File: src/rtl/flux_interval_decoder.sv
// Flux interval decoder: times edge-to-edge intervals of a pulse stream,
// classifies them into 2T/3T/4T/long symbols and queues them in a FIFO.
//
// Ports:
//   clk_in       - clock, rising edge
//   rst_n        - asynchronous active-low reset
//   pulse_in     - flux pulse, one or more cycles high per transition
//   clr          - synchronous clear of overflow and glitch_count
//   sym_data     - head symbol: 00=2T 01=3T 10=4T 11=long/no flux
//   sym_valid    - FIFO holds at least one symbol
//   sym_ready    - consumer pops the head when sym_valid is high
//   overflow     - sticky, a symbol was dropped on a full FIFO
//   glitch_count - saturating count of edges rejected as too close
//   locked       - a reference edge is held (TRACK state)
module flux_interval_decoder #(
    parameter int unsigned MIN_GAP = 30,
    parameter int unsigned T2_MAX  = 50,
    parameter int unsigned T3_MAX  = 70,
    parameter int unsigned T4_MAX  = 90,
    parameter int unsigned TIMEOUT = 255
) (
    input  logic       clk_in,
    input  logic       rst_n,
    input  logic       pulse_in,
    input  logic       clr,
    output logic [1:0] sym_data,
    output logic       sym_valid,
    input  logic       sym_ready,
    output logic       overflow,
    output logic [7:0] glitch_count,
    output logic       locked
);
    typedef enum logic {
        IDLE  = 1'b0,
        TRACK = 1'b1
    } state_t;

    localparam logic [9:0] MIN_GAP_C = 10'(MIN_GAP);
    localparam logic [9:0] T2_C      = 10'(T2_MAX);
    localparam logic [9:0] T3_C      = 10'(T3_MAX);
    localparam logic [9:0] T4_C      = 10'(T4_MAX);
    localparam logic [9:0] TIMEOUT_C = 10'(TIMEOUT);

    state_t     state_q, state_d;
    logic [9:0] cnt_q, cnt_d;
    logic       p1_q, p2_q;
    logic       flux_edge;
    logic       push_q, push_d;
    logic [1:0] psym_q, psym_d;
    logic       glitch_ev;
    logic [7:0] glitch_q, glitch_d;
    logic       ovf_q, ovf_d;
    logic [1:0] mem_q [4];
    logic [1:0] wr_ptr_q, rd_ptr_q;
    logic [2:0] count_q, count_d;
    logic       pop, full, wr_en, ovf_ev;

    function automatic logic [1:0] classify(input logic [9:0] iv);
        if (iv <= T2_C)      return 2'b00;
        else if (iv <= T3_C) return 2'b01;
        else if (iv <= T4_C) return 2'b10;
        else                 return 2'b11;
    endfunction

    // Rising edge of the doubly registered pulse; long pulses give one edge.
    assign flux_edge = p1_q & ~p2_q;

    always_comb begin
        state_d   = state_q;
        cnt_d     = (cnt_q >= TIMEOUT_C) ? TIMEOUT_C : cnt_q + 10'd1;
        push_d    = 1'b0;
        psym_d    = 2'b00;
        glitch_ev = 1'b0;
        unique case (state_q)
            IDLE: begin
                if (flux_edge) begin
                    state_d = TRACK;
                    cnt_d   = 10'd1;
                end
            end
            TRACK: begin
                // An edge beats a coincident timeout.
                if (flux_edge) begin
                    if (cnt_q < MIN_GAP_C) begin
                        glitch_ev = 1'b1;
                    end else begin
                        push_d = 1'b1;
                        psym_d = classify(cnt_q);
                        cnt_d  = 10'd1;
                    end
                end else if (cnt_q + 10'd1 == TIMEOUT_C) begin
                    push_d  = 1'b1;
                    psym_d  = 2'b11;
                    state_d = IDLE;
                end
            end
        endcase
    end

    always_comb begin
        glitch_d = glitch_q;
        if (glitch_ev) begin
            if (clr)                   glitch_d = 8'd1;
            else if (glitch_q != 8'hFF) glitch_d = glitch_q + 8'd1;
        end else if (clr) begin
            glitch_d = 8'd0;
        end
    end

    // The pop only applies to a non-empty FIFO, so a full FIFO that
    // pops in the same cycle still has room for the incoming symbol.
    always_comb begin
        pop     = (count_q != 3'd0) & sym_ready;
        full    = (count_q == 3'd4);
        wr_en   = push_q & (~full | pop);
        ovf_ev  = push_q & full & ~pop;
        count_d = count_q + {2'b00, wr_en} - {2'b00, pop};
        ovf_d   = ovf_ev | (ovf_q & ~clr);
    end

    always_ff @(posedge clk_in or negedge rst_n) begin
        if (!rst_n) begin
            state_q  <= IDLE;
            cnt_q    <= 10'd0;
            p1_q     <= 1'b0;
            p2_q     <= 1'b0;
            push_q   <= 1'b0;
            psym_q   <= 2'b00;
            glitch_q <= 8'd0;
            ovf_q    <= 1'b0;
            wr_ptr_q <= 2'd0;
            rd_ptr_q <= 2'd0;
            count_q  <= 3'd0;
            for (int i = 0; i < 4; i++) begin
                mem_q[i] <= 2'b00;
            end
        end else begin
            state_q  <= state_d;
            cnt_q    <= cnt_d;
            p1_q     <= pulse_in;
            p2_q     <= p1_q;
            push_q   <= push_d;
            psym_q   <= psym_d;
            glitch_q <= glitch_d;
            ovf_q    <= ovf_d;
            count_q  <= count_d;
            if (wr_en) begin
                mem_q[wr_ptr_q] <= psym_q;
                wr_ptr_q        <= wr_ptr_q + 2'd1;
            end
            if (pop) begin
                rd_ptr_q <= rd_ptr_q + 2'd1;
            end
        end
    end

    assign sym_data     = mem_q[rd_ptr_q];
    assign sym_valid    = (count_q != 3'd0);
    assign overflow     = ovf_q;
    assign glitch_count = glitch_q;
    assign locked       = (state_q == TRACK);

endmodule

File: config.mk
export PLATFORM = sky130hd
export DESIGN_NAME = flux_interval_decoder
export DESIGN_NICKNAME = d
export VERILOG_FILES = /design/src/rtl/flux_interval_decoder.sv
export SDC_FILE = /design/constraint.sdc
export NUM_CORES = 1
export LEC_CHECK = 0
export ABC_AREA = 1
export CAP_MARGIN = 40
export CORE_AREA = 10 10 86 88
export CTS_BUF_LIST = sky130_fd_sc_hd__clkbuf_4 sky130_fd_sc_hd__clkbuf_8 sky130_fd_sc_hd__clkbuf_16
export DETAILED_ROUTE_END_ITERATION = 8
export DIE_AREA = 0 0 96 98
export HOLD_SLACK_MARGIN = 0.08
export PLACE_DENSITY_LB_ADDON = 0.25
export SYNTH_ARGS = -nofsm -noshare
export SYNTH_HDL_FRONTEND = slang
export SYNTH_SLANG_ARGS = --single-unit
File: constraint.sdc
create_clock -name clk_in -period 2.25 [get_ports clk_in]
set_input_delay 0.5625 -clock clk_in [delete_from_list [all_inputs] [get_ports clk_in]]
set_output_delay 0.5625 -clock clk_in [all_outputs]
set_load 0.005 [all_outputs]
==> impl_results.rst <==
.. list-table::
   :header-rows: 1

   * - Metric
     - Value
   * - Routed via count
     - 1915
   * - Clock tree from TritonCTS
     - done
   * - Mean Syn Cell Area
     - between 7 and 8 sq um
   * - Count of unique library cells instantiated by Yosys
     - 25
   * - Antenna violations before repair
     - 0
   * - Detailed-route vias per instance
     - 4.76
   * - Reported max-cap violation count
     - 0
   * - Top fanout value on the critical path
     - 6
   * - Simple-gate share of the synthesized area
     - 0.315
   * - Count of placed standard cells in the final layout, fillers left out
     - 402
   * - Clock latency of the later-clocked register in the worst-skew pair
     - 0.30 ns
   * - NumNets Final
     - 341
   * - Starting Density
     - 0.391
   * - Filler Cells Inserted
     - ~580
   * - Cts-stage hold buffer count
     - 0
   * - Data required time at the worst endpoint
     - around 1.7 ns
   * - GRT Util Overall
     - 0.104
   * - Routed length per placed instance
     - 11.8 um
   * - Shortest clock period the worst path allows after layout
     - between 2 and 2.5 ns
   * - Placed wire-length estimate after detailed placement
     - 3550 um
   * - Final Routed Wirelength
     - approximately 4800 um
   * - Leak
     - 1.34 nW
   * - Series of cell instances along the critical path
     - inv_1 > nor2_1 > o22ai_1 > clkdlybuf4s50_1
   * - CORE AREA
     - roughly 5700 sq um
   * - Worst hold path class
     - in2async
   * - Most used routing layer
     - met2
   * - Dominant delay contributor by cell family on the critical path
     - buffers and inverters
   * - Top achievable clock speed
     - between 400 and 500 MHz
   * - Top area cells in the synthesized netlist
     - dfrtp_1, nand2_1, inv_1
   * - Netlist Area Pre-Place
     - roughly 2200 sq um
   * - Global-route wire length before repair
     - about 8000 um
   * - Min setup slack post-route
     - 0.0996 ns
   * - Final std cell area, no fill
     - between 2000 and 3000 sq um
   * - DRC marker count from the first detailed-route iteration
     - between 90 and 100
   * - Number of top-level design ports
     - 18
   * - WS Path Type
     - reg2out
   * - Met3 GRT Util
     - 0.0237
   * - Arrival time reported for the critical path endpoint
     - between 1.5 and 2 ns
   * - Power per unit of standard cell area
     - 807 nW/um^2
   * - Die outline height
     - about 98 um
   * - Type of element launching the critical path
     - flip-flop
   * - CTS clock-pin slew for the worst setup and hold paths
     - 0.08 ns
   * - CTS Buf Count
     - 5
   * - Met2 GRT Util
     - 0.162
   * - Post-synth top flop
     - dfrtp_1
   * - Result of the run
     - finished clean
   * - Width of the die
     - roughly 96 um
   * - Number of sinks driven by the clock tree
     - 40
   * - Delay of the slowest critical-path stage
     - between 0.5 and 0.6 ns
   * - Num rows
     - 28
   * - CTS H-tree depth
     - 2
   * - Maximum number of pins on one net before global-route repair
     - 22
   * - Xor and xnor fraction of the mapped netlist area
     - 0.0234
   * - Largest area contributor in the synthesized netlist
     - dfrtp_1
   * - Die footprint
     - between 9000 and 10000 sq um
   * - Antenna-violating nets left
     - 0
   * - Number of synthesized register bits
     - 40
   * - Met1 layer usage reported by global route
     - 0.135
   * - Share of synthesized cell area in full adder, half adder and majority cells
     - 0.0590
   * - Gp weighted congestion
     - approximately 0.86
   * - Fraction of layout instances using a drive strength above 1
     - 0.116
   * - Cells after DPL
     - between 300 and 400
   * - Combinational family with the most area after synthesis
     - simple AND/OR/NAND/NOR gates
   * - Post-synthesis mux area share
     - 0
   * - Mapped Cells
     - ~300
   * - Count of final max-slew check failures
     - 0
   * - DRC
     - 0
   * - Diode count
     - 0
   * - Slowest cell on crit path
     - clkdlybuf4s50_1
   * - Critical path endpoint category
     - output pin
   * - Cell area reported after detailed placement
     - approximately 2500 sq um
   * - Via count of the first global-routing pass
     - approximately 1800
   * - Grt ovf
     - 0
   * - Post-synthesis compound-gate area fraction
     - 0.0846
   * - Cell at the root of the clock tree
     - clkbuf_8
   * - Worst path bufs/invs
     - 2
   * - Maximum ir drop on the vdd rail
     - around 0.37 mV
   * - Layout Skew
     - approximately 0.0095 ns
   * - Number of flops mapped to enable cells by yosys
     - 0
   * - Maximum clock path buffer count
     - 2
   * - Count of input and output buffers
     - 17
   * - Synth warnings
     - 0
   * - Final setup vio count
     - 0
   * - Area growth from synthesis to layout
     - 20.0%
   * - Share of the cycle needed by the critical path after routing
     - 0.956
   * - DP Worst Slack
     - -0.327 ns
   * - Sequential element share of the synthesized area
     - 0.445
   * - Fraction of registers with async set/reset
     - 1.00
   * - DRT Pass-1 Iters
     - 4
   * - Final number of hold-violating endpoints
     - 0
   * - Post-synth top area share
     - 0.445
## cell usage after synthesis (3+ instances only)
library cell and n:
o21ai_0 21, nand3_1 30, a21oi_1 9, inv_1 40, nor2_2 3, dfrtp_1 40, nand2_2 4, xor2_1 4
nor3_1 3, nor2_1 25, nand2_1 85, ha_1 9, nor2_4 3, nand4_1 3, a31oi_1 3
## metal layers
layer  share of wire  vias to the layer above
li1                -                     1001
met1            0.47                      865
met2            0.46                       40
met3           0.050                        9
met4           0.016                        0
met5               0                        -
## flip-flops by register name, indices dropped and copies added (netlist names)
signal        flops
mem_q             8
locked            1
p2_q              1
count_q           3
rd_ptr_q          2
cnt_q            10
glitch_count      8
psym_q            2
p1_q              1
push_q            1
overflow          1
wr_ptr_q          2
## final cells by class
class | count | area (sq um) | area share
clock buffer | 6 | 82.6 | 0.0306
clock inverter | 2 | 15.0 | 0.00556
timing repair buffer | 25 | 240 | 0.0890
inverter | 40 | 150 | 0.0556
sequential | 40 | 1000 | 0.371
tap | 75 | 93.8 | 0.0348
multi-input combinational | 214 | 1110 | 0.413
## cells by family (layout without fill, tap and decap cells)
family | after synthesis | after routing
compound gates | 36 | 36
buf+inv | 42 | 73
other cells | 1 | 2
flops | 40 | 40
simple gates | 160 | 160
xor+xnor | 6 | 6
fa+ha+maj | 10 | 10
## timing repair
| action | in CTS | in global routing |
|---|---|---|
| setup endpoints to repair | 1 | 2 |
| setup buffers | 1 | 3 |
| pin swaps | 3 | 4 |
| gates resized for setup | 1 | 8 |
## report_power, final
part	leakage, nW	switching, mW	internal, mW
Combinational	0.802	0.354	0.323
Clock	0.0434	0.265	0.248
Sequential	0.492	0.122	0.867
Total	1.34	0.741	1.44
## cells in the final DEF, fill, tap and decap left out
cell and count:
nor2_2 3, ha_1 8, o22ai_1 2, fa_2 1, inv_1 39, buf_4 7
nor3b_1 1, a31oi_1 3, xor2_1 4, o21ai_0 21, xnor2_2 1, nand4_2 1
dlymetal6s2s_1 1, nand2_1 84, nand3_2 1, buf_12 1, conb_1 2, clkinvlp_4 2
nand4_1 3, ha_2 1, nor2_1 25, nand3_1 29, nand3b_1 1, xnor2_1 1
dfrtp_1 39, clkdlybuf4s50_1 15, a21oi_2 1, inv_2 1, clkbuf_8 6, o21ai_2 1
or2_2 1, nor2_4 3, a21oi_1 8, dfrtp_2 1, nand2_2 5, buf_2 1
nor3_1 3
## final timing paths
kind	slack, ns	startpoint	to	cells after the start
max	0.1	rd_ptr_q[0]	sym_data[1]	4
min	0.21	rst_n	mem_q[4]	1
max reg2reg	0.1	count_q[1]	count_q[2]	10
min reg2reg	0.39	p1_q	p2_q	0
max in group asynchronous	1.55	rst_n	cnt_q[6]	2
min in group clk_in	0.39	p1_q	p2_q	0
## per-stage QoR
stage                     total power [mW]  TNS [ns]  utilization  hold slack [ns]
after detailed placement              1.62    -0.477        0.443            0.370
after global placement                1.60    -0.343        0.443            0.364
after CTS                             2.15         0        0.461            0.225
after global routing                  2.34   -0.0230        0.470            0.245
after floorplan                       1.38         0            -            0.267
final                                 2.18         0        0.470            0.214
Note: power is estimated with default switching activity, not from simulation.
==> RTL change 1 (same settings) <==
Register the output `overflow` once more, without a reset; this adds one clock of latency there. The other outputs are not delayed to match.
--- a/src/rtl/flux_interval_decoder.sv
+++ b/src/rtl/flux_interval_decoder.sv
@@ -156,7 +156,9 @@
 
     assign sym_data     = mem_q[rd_ptr_q];
     assign sym_valid    = (count_q != 3'd0);
-    assign overflow     = ovf_q;
+    always_ff @(posedge clk_in) begin
+        overflow <= ovf_q;
+    end
     assign glitch_count = glitch_q;
     assign locked       = (state_q == TRACK);
 
Formal check against the unedited RTL: same outputs for any inputs over 10 cycles, from zero or initial values and one cycle with rst_n low; that may be too few to reach the edited logic, so the function may still have changed.
==> RTL change 1 against the original RTL <==
- register-to-register slack gained 60 ps
- worst setup slack lost 54 ps
- sequential cell count grew 1
- cell area grew 0.23%
- critical path type is now in2reg
- synthesized area grew 0.89%
- power shrank 0.88%
- die area is the same
- largest power group unchanged
- wire length shrank 1.2%
==> RTL change 1: results (changes against the original RTL) <==
| Metric | Value |
|---|---|
| Ys async rst share | 97.6% (-2.4 points) |
| GRT Total Usage | 10.5% (+0.13 points) |
| CP Data Arrival Time | 2370 ps (+780 ps) |
| Worst-skew pair later-pin latency | 290 ps |
| Synth top area cells | dfrtp_1 44%, nand2_1 14%, inv_1 6.6% |
| Internal cell power | 1.43 mW (-0.46%) |
| Dpl hpwl | 3.52 mm (-0.88%) |
| Power share of the clock group | 21.7% (-1.9 points) |
| Pre-Repair DR Iteration Count | 4 (unchanged) |
| Starting DRC count in detailed routing | 70 (-27%) |
| XOR/XNOR Fraction of Synth Area | 2.32% (-0.021 points) |
| Largest Register | cnt_q |
| Initial antenna violation count | 0 (unchanged) |
| Vias in the first global route | 1815 (+3.1%) |
| Postcts setup bufs | 0 (-1) |
| Via count | 1951 (+1.9%) |
| Largest net degree at the start of global routing | 41 (+86%) |
| Synth Instances | 296 (+0.34%) |
| Clk slew on worst S/H paths | 70 ps |
| # placed instances | 391 (+0.26%) |
| NumNets Final | 341 (unchanged) |
| WL/cell | 11.7 µm (-1.2%) |
| First-pass GRT wire length | 8.21 mm (+2.1%) |
| CP Max Fanout | 2 (-4) |
| Peak supply drop | 0.000402 V (+9.2%) |
| GP Congestion | 0.916 (+6.4%) |
| Yosys cell types | 26 (+4.0%) |
| HP Class | in2async |
| GR Overflow Total | 0 (unchanged) |
| Compound-cell area share of the yosys netlist | 8.38% (-0.075 points) |
| Worst Clk Skew | 5.71 ps (-3.75 ps) |
| Outcome | complete, no violations |
| LEAKAGE | 1.34 nW (-0.10%) |
| Root buf cell | clkbuf_8 |
| Cts bufs inserted | 5 (unchanged) |
| Mux share of post-synthesis cell area | 0% (unchanged) |
| PostCTS Resize Cnt | 3 (+2) |
| Final Non-Filler Cells | 402 (unchanged) |
| PortBufs | 17 (unchanged) |
| Comb pwr share | 31.2% (about the same) |
| Synth top cells by count | 85 x nand2_1, 40 x dfrtp_1, 40 x inv_1 |
| Seq/Total Area, Yosys | 45.0% (+0.49 points) |
| Synth Area in Adders | 5.85% (-0.052 points) |
| CTS H-tree depth | 2 (unchanged) |
| Synth Warn # | 0 (unchanged) |
| Pwr/cell area | 799 mW/mm² (-1.1%) |
| CTS max path bufs | 2 (unchanged) |
## RTL change 1: path summary, 6_finish.rpt
| check | endpoint | depth (start not counted) | start | slack, ps |
|---|---|---|---|---|
| worst max-delay path | count_q[2] | 10 | sym_ready | 50 |
| worst max register to register | count_q[2] | 10 | count_q[1] | 160 |
| worst min register to register | p2_q | 0 | p1_q | 380 |
| max in group asynchronous | rd_ptr_q[0] | 2 | rst_n | 1560 |
| worst min-delay path | count_q[2] | 2 | rst_n | 320 |
| min in group clk_in | p2_q | 0 | p1_q | 380 |
## RTL change 1: per-layer routing
metal	global-route usage, %	share of wire [%]
met1	13.6	47
met2	16.4	48
met3	2.83	4.4
met4	3.52	0.94
met5	0	0
## RTL change 1: cell families after synthesis
group	count (synthesis)
AND/OR/NAND/NOR	160
buffers and inverters	42
flip-flops	41
AO/OA/AOI/OAI	36
adder cells (fa/ha/maj)	10
XOR/XNOR	6
other	1
## RTL change 1: worst max-delay path: stages
cell,delay (ps)
clkdlybuf4s50_1,480
inv_2,60
a21oi_4,150
ha_4,220
inv_1,50
ha_1,130
inv_1,60
fa_2,370
xnor2_2,140
xor2_1,160
## RTL change 1: final cells by class
cell class / instances / area (µm²)
flip-flops and latches: 41 / 1020
clock buffers: 6 / 76.3
clock inverters: 2 / 10.0
inverters: 40 / 150
fillers: 571 / 3040
well taps: 75 / 93.8
repair buffers: 24 / 218
multi-input cells: 214 / 1130
## RTL change 1: stage by stage
step | setup TNS [ps] | instance area, µm² | setup WS, ps
after global placement | -346 | 2550 | -253
after CTS | 0 | 2650 | 28.2
after global routing | 0 | 2710 | 8.89
final | 0 | 2710 | 45.7
after floorplan | 0 | 2270 | 206
after detailed placement | -500 | 2550 | -336
==> RTL change 2 (same settings) <==
Without the edit above. Change the parameter `T2_MAX` from 50 to 37.
--- a/src/rtl/flux_interval_decoder.sv
+++ b/src/rtl/flux_interval_decoder.sv
@@ -14,7 +14,7 @@
 //   locked       - a reference edge is held (TRACK state)
 module flux_interval_decoder #(
     parameter int unsigned MIN_GAP = 30,
-    parameter int unsigned T2_MAX  = 50,
+    parameter int unsigned T2_MAX  = 37,
     parameter int unsigned T3_MAX  = 70,
     parameter int unsigned T4_MAX  = 90,
     parameter int unsigned TIMEOUT = 255
Formal check against the unedited RTL: no difference found for any inputs over 10 cycles, from zero or initial values and one cycle with rst_n low; that may be too few to reach the edited logic, so the function may still have changed.
==> RTL change 2 against the original RTL <==
- combinational power is essentially flat
- power fell by 0.88%
- cell area about the same
- synthesized area up 0.45%
- count of clock-buffer cells in the layout down 1
- sequential cell count stayed put
- wire length is 1.7% lower
- synthesized cell count is 3.1% lower
- worst setup slack improved by 18 ps
- highest routed layer unchanged
==> RTL change 2: results (changes against the original RTL) <==
| Metric | Value |
|---|---|
| Wire length on met3 | 149 µm (-37%) |
| Critical path's largest stage delay | 460 ps (-60 ps) |
| Starting DRC count in detailed routing | 45 (-53%) |
| GRT Total Usage | 10.3% (-0.036 points) |
| Area grow syn2layout | 19.6% |
| Sequential power share | 46.6% (+1.2 points) |
| Worst Clk Skew | 10.5 ps (+1.04 ps) |
| Cell Area, Synth | 0.00226 mm² (+0.45%) |
| Internal cell power | 1.41 mW (-1.8%) |
| Postcts setup bufs | 0 (-1) |
| Max reg flops | 10 (unchanged) |
| Worst slack, placed | -305 ps (+21.1 ps) |
| PortBufs | 17 (unchanged) |
| Worst Setup SP | count_q[1] |
| GP Congestion | 0.866 (+0.56%) |
| Power share of the clock group | 21.9% (-1.7 points) |
| CP max stage cell | dfrtp_1 |
| Clock buf/inv share | 3.24% (-0.37 points) |
| Mapped Avg Cell Area | 7.90 µm² (+3.6%) |
| # placed instances | 381 (-2.3%) |
| Final Non-Filler Cells | 391 (-2.7%) |
| FF-to-FF setup slack | 120 ps (+20 ps) |
| Peak supply drop | 0.000433 V (+17%) |
| Vias in the first global route | 1788 (+1.6%) |
| First-pass GRT wire length | 8.08 mm (+0.42%) |
| Vias/cell | 4.81 (+0.93%) |
| CP Max Fanout | 3 (-3) |
| Fraction of layout cells with a size suffix above 1 | 14.2% (+2.6 points) |
| Final Cycle Share | 94.8% (-0.80 points) |
| Largest net degree at the start of global routing | 24 (+9.1%) |
| Routed wl met2 | 2.31 mm (+4.8%) |
| Multi-input gate area | 0.00113 mm² (+1.1%) |
| Synth top cells by count | 66 x nand2_1, 40 x dfrtp_1, 40 x inv_1 |
| Synth top area cells | dfrtp_1 44%, nand2_1 11%, inv_1 6.6% |
| LEAKAGE | 1.38 nW (+3.4%) |
| Signal buffers share of area | 8.43% (-0.47 points) |
| NumNets Final | 332 (-2.6%) |
| Metal-1 WL | 2.17 mm (-2.9%) |
| Yosys cell types | 30 (+20%) |
| Crit-path leading delay family | adder cells |
| Dpl hpwl | 3.48 mm (-1.9%) |
| WL/cell | 11.9 µm (+1.0%) |
| Seq/Total Area, Yosys | 44.3% (-0.20 points) |
| Fillers | 611 (+5.2%) |
| CP Data Arrival Time | 2310 ps (+720 ps) |
| Pwr/cell area | 800 mW/mm² (-0.93%) |
| Comb_multi_in | 202 (-5.6%) |
| Signal inverters | 43 (+7.5%) |
| Worst-skew pair later-pin latency | around 290 ps |
| CLK BUF | 5 (-1) |
| Outcome | complete, no violations |
## RTL change 2: kinds of logic (layout without fill, tap and decap cells)
group | count (synthesis) | after routing | synth area share, %
AOI/OAI and AO/OA | 29 | 29 | 6.98
xor gates and xnor gates | 8 | 8 | 3.10
adders and majority gates | 12 | 12 | 6.98
buffers and inverters | 45 | 74 | 7.65
DFF | 40 | 40 | 44.3
other | 1 | 2 | 0.166
and+or+nand+nor | 151 | 151 | 30.8
## RTL change 2: worst max path at each step
| stage | endpoint | cells past startpoint |
|---|---|---|
| 2_1_floorplan | count_q[2] | 9 |
| 3_3_place_gp | count_q[2] | 11 |
| 3_5_place_dp | count_q[2] | 11 |
| 4_1_cts | count_q[2] | 11 |
| 5_1_grt | count_q[2] | 10 |
| 6_report | count_q[2] | 10 |
## RTL change 2: metal layers
metal | vias up | GRT usage [%]
li1 | 969 | -
met1 | 890 | 13.0
met2 | 17 | 16.8
met3 | 4 | 2.60
met4 | 0 | 3.06
met5 | - | 0
